[src/rtl/pipe.sv]
// Scrolling 8x8 LED column display: a divided tick shifts columns from the
// entry column (red[0]) toward the exit column (red[7]); crash forces all-on.
module pipe #(
    parameter int SHIFT_DIV = 129,
    parameter int SPACING   = 4
) (
    input  logic            clock,
    input  logic            reset,
    input  logic            crash,
    input  logic [7:0]      current,
    output logic [7:0][7:0] red
);

    localparam int DIV_W = (SHIFT_DIV > 1) ? $clog2(SHIFT_DIV) : 1;
    localparam int PH_W  = (SPACING > 1) ? $clog2(SPACING) : 1;
    localparam logic [DIV_W-1:0] DIV_LAST = DIV_W'(SHIFT_DIV - 1);
    localparam logic [PH_W-1:0]  PH_LAST  = PH_W'(SPACING - 1);

    logic [DIV_W-1:0] div_q, div_d;
    logic [PH_W-1:0]  phase_q, phase_d;
    logic             tick;
    logic [7:0]       red0;
    logic [7:1][7:0]  red_q, red_d;

    always_comb begin
        tick  = (div_q == DIV_LAST);
        div_d = tick ? '0 : div_q + DIV_W'(1);
    end

    // Phase freezes during crash so injection spacing resumes where it left off.
    always_comb begin
        phase_d = phase_q;
        if (tick && !crash) begin
            phase_d = (phase_q == PH_LAST) ? '0 : phase_q + PH_W'(1);
        end
    end

    always_comb begin
        red0 = 8'h00;
        if (!reset) begin
            red0 = 8'h00;
        end else if (crash) begin
            red0 = 8'hFF;
        end else if (phase_q == PH_LAST) begin
            red0 = current;
        end
    end

    genvar gi;
    generate
        for (gi = 1; gi < 8; gi++) begin : g_col
            logic [7:0] shift_in;
            if (gi == 1) begin : g_entry
                assign shift_in = red0;
            end else begin : g_chain
                assign shift_in = red_q[gi-1];
            end

            always_comb begin
                red_d[gi] = red_q[gi];
                if (crash) begin
                    red_d[gi] = 8'hFF;
                end else if (tick) begin
                    red_d[gi] = shift_in;
                end
            end
        end
    endgenerate

    always_ff @(posedge clock) begin
        if (!reset) begin
            div_q   <= '0;
            phase_q <= '0;
            red_q   <= '0;
        end else begin
            div_q   <= div_d;
            phase_q <= phase_d;
            red_q   <= red_d;
        end
    end

    assign red = {red_q, red0};

endmodule

[config.mk]
export PLATFORM = sky130hd
export DESIGN_NAME = pipe
export DESIGN_NICKNAME = d
export VERILOG_FILES = /design/src/rtl/pipe.sv
export SDC_FILE = /design/constraint.sdc
export NUM_CORES = 1
export LEC_CHECK = 0
export ABC_CLOCK_PERIOD_IN_PS = 3100
export CAP_MARGIN = 20
export CORE_MARGIN = 2
export CORE_UTILIZATION = 52
export DETAILED_ROUTE_END_ITERATION = 16
export PLACE_DENSITY = 0.95
export SYNTH_ARGS = -nofsm -noshare
export SYNTH_HDL_FRONTEND = slang
export SYNTH_SLANG_ARGS = --single-unit
[constraint.sdc]
create_clock -name clock -period 3.1 [get_ports clock]
set_input_delay 0.62 -clock clock [delete_from_list [all_inputs] [get_ports clock]]
set_output_delay 0.62 -clock clock [all_outputs]
set_load 0.03 [all_outputs]
==> Implementation_results.wiki <==
{| class="wikitable"
! Metric !! Value
|-
| Initial antenna violation count || 0
|-
| Most used DFF post-synth || dfxtp_1
|-
| Port bufs || 74
|-
| Total global routing track utilization || a little under a quarter
|-
| Most frequently used cell type in the post-synthesis netlist || dfxtp_1
|-
| Number of enable flip-flop cells after synthesis || 0
|-
| Fraction of power consumed by combinational cells || between 10% and 20%
|-
| GRT Residual Overflow || 0
|-
| Die H || ~78 microns
|-
| Cell with the largest stage delay on the worst path || clkdlybuf4s50_1
|-
| Number of design-rule violations left by the first detailed-router iteration || approximately 240
|-
| Summed negative setup slack over all endpoints || 0 ps
|-
| Critical path buffer and inverter count || 1
|-
| Cell count after synthesis || around 310
|-
| Worst-case setup margin in the final layout || approximately 420 ps
|-
| Share of the synthesized area in the top cell type || 46.1%
|-
| Setup repair after global routing missed its margin || false
|-
| Fill cell count || between 400 and 500
|-
| Number of buffers inserted by post-CTS setup repair || 0
|-
| Worst Setup End Kind || output port
|-
| Post-synth top area cell || dfxtp_1
|-
| Worst path arrival time || roughly 2100 ps
|-
| Net switching power figure || roughly 600 uW
|-
| Clock tree from TritonCTS || done
|-
| Count of cell types in the netlist || 24
|-
| X dimension of the die || about 78 microns
|-
| Peak clock frequency supported by timing || between 300 and 400 MHz
|-
| Pin count of the biggest net entering global routing || 99
|-
| Area grow syn2layout || 32.7%
|-
| Ratio of routed vias to standard cells || between 6 and 7
|-
| Top-level I/O count || 75
|-
| Number of buffers between clock root and the deepest sink || 2
|-
| Required time of the critical path || 2480 ps
|-
| Clock sink count || 66
|-
| Part of the Yosys area used for sequential elements || a little under half
|-
| Drt first pass iters || 5
|-
| Overall via count from detail_route || 2657
|-
| Max-slew headroom at the worst pin || roughly 40%
|-
| Average wire length per cell after detail routing || around 16 microns
|-
| Post-detailed-route DRC marker count || 0
|-
| Share of layout cells above drive strength 1 || 8.94%
|-
| Worst supply voltage drop on vdd || ~430 uV
|-
| Count of instances resized after the clock tree is built || 0
|-
| FP Rows || 27
|-
| Slew at the pin closest to its max-slew limit || 903 ps
|-
| Internal power || approximately 1700 uW
|-
| Category of the critical setup timing path || flop to output port
|-
| Biggest area contributors in the synthesized netlist || dfxtp_1 46%, o311a_1 17%, o21ai_0 9.1%, nor2_1 6.6%, clkbuf_1 4.3%
|-
| Vias in the first global route || approximately 2.3k
|-
| Total inserted antenna cells || 0
|-
| Clock insertion delay at the later pin of the skew report || 340 ps
|-
| Synthesized area divided by synthesized cell count || 9.15 sq um
|-
| Tcrit/Tclk final || 86.5%
|-
| Routability congestion estimate from global placement || 0.777
|-
| Number of standard cells in the layout, taps in and fillers out || approximately 440
|-
| Number of maximum-capacitance violations || 0
|-
| First-pass GRT wire length || ~11000 microns
|-
| Pwr per Cell Area || between 500 and 600 nW/um^2
|-
| Starting density of the core || 53.0%
|-
| Crit-path max FO || 9
|-
| Classification of the worst-slack hold path || flop to flop
|-
| Startpoint type of the worst setup path || flop
|-
| Synth Warn # || 0
|-
| Number of endpoints with negative hold slack in the final report || 0
|-
| Clock buffer count from CTS || 9
|-
| Final Critical Period || roughly 2700 ps
|-
| Clock-pin slew reported for the worst setup and hold paths after clock tree synthesis || approximately 70 ps
|-
| Die area || between 6000 and 7000 sq um
|-
| Util after Layout || between 70% and 80%
|-
| Largest delay contributor family on the critical path || buffers and inverters
|-
| Run status || complete, no violations
|-
| Synth Net Count || 327
|-
| List of cells traversed by the critical path || ha_1, a21o_1, and2_1, clkdlybuf4s50_1
|-
| Slowest cell delay on critical path || 660 ps
|-
| Share of flip-flops with an asynchronous set or reset after synthesis || 0%
|-
| Leakage component of the power || approximately 0.0015 uW
|-
| Routed wire length || a little over 7000 microns
|-
| Number of buffers added to fix hold violations after cts || 0
|-
| Final Max Tran Viols || 0
|-
| Commonest cells in the netlist || 66 x dfxtp_1, 52 x o21ai_0, 50 x nor2_1, 48 x o311a_1, 33 x clkbuf_1
|-
| Portion of total power attributed to the clock network || 40.3%
|-
| DRT antenna net count || 0
|-
| Count of state elements after synthesis || 66
|-
| Power share of the sequential group || a little over two fifths
|-
| CTS H-tree depth || 3
|-
| Clock root buffer || clkbuf_8
|-
| Total core area || 5410 sq um
|-
| Netlist Area Pre-Place || roughly 2900 sq um
|-
| Clock tree skew after final layout || 4.99 ps
|-
| Post-Place Cells || 425
|-
| Switching part of the total power || roughly a quarter
|-
| Final #Nets || between 300 and 400
|-
| Pre-CTS worst setup slack || between 400 and 500 ps
|-
| Number of setup violations in the final report || 0
|-
| Half-perimeter wire length after placement || 4140 microns
|}
[power groups by stage]
stage                     clock, uW  combinational, uW  sequential (uW)
after global routing            954                416              958
after CTS                       911                393              951
after global placement            0                379              968
final                           906                392              951
after floorplan                   0                142             1060
after detailed placement          0                388              970
[per-layer routing]
metal	share of wire (%)	wire length, microns	GRT usage, %	vias to the layer above
met4	2.0	146	10.2	0
met1	42	3000	29.3	1268
met5	0	0	0	-
li1	-	-	-	1274
met2	50	3540	38.1	100
met3	6.4	457	5.86	15
[cell families (layout without fill, tap and decap cells)]
| family | after synthesis | after routing | synth area share [%] |
|---|---|---|---|
| muxes | 2 | 2 | 0.699 |
| AOI/OAI and AO/OA | 120 | 120 | 32.0 |
| buffers and inverters | 41 | 97 | 6.46 |
| DFF | 66 | 66 | 46.1 |
| adders and majority gates | 3 | 3 | 1.31 |
| and+or+nand+nor | 78 | 78 | 12.5 |
| xor gates and xnor gates | 3 | 3 | 0.917 |
[cell type report]
class                   count  area, sq um  area share [%]
inverters                   3         11.3           0.296
clock inverters             4         97.6            2.57
well taps                  72         90.1            2.37
multi-input cells         206         1360            35.9
flip-flops and latches     66         1320            34.7
clock buffers              12          155            4.08
repair buffers             78          763            20.1
[stage by stage]
stage               cell area (sq um)  power, uW  hold slack (ps)
floorplan                        2870       1200              442
detailed placement               3550       1360              467
global route                     3800       2330              490
CTS                              3800       2260              477
global placement                 3550       1350              448
finish                           3800       2250              470
[flip-flops by register name (all words and copies together), names as in the netlist]
register and flops:
g_col.shift_in 48, div_q 8, red 8, phase_q 2
[path summary, 6_finish.rpt]
check,start,to,slack [ps],cells past startpoint
max,phase_q[0],red[2],420,4
min,phase_q[1],phase_q[1],470,2
max reg2reg,div_q[0],div_q[0],910,6
min reg2reg,phase_q[1],phase_q[1],470,2
[worst register-to-register path: stages (launching register included)]
cell	delay, ps
dfxtp_1	360
inv_1	80
ha_1	160
nand4bb_2	400
buf_4	400
o21ai_0	550
nor2_1	100
[layout by cell type, fill, tap and decap left out, types with 5 or more instances in the layout]
master and instances:
clkbuf_8 11, buf_4 5, o221a_2 8, and2_1 10
dfxtp_1 66, nor2_1 50, a21o_1 8, o21ai_0 52
or3_1 5, clkdlybuf4s50_1 72, o311a_1 48
Power figures use the tool's default switching activity.
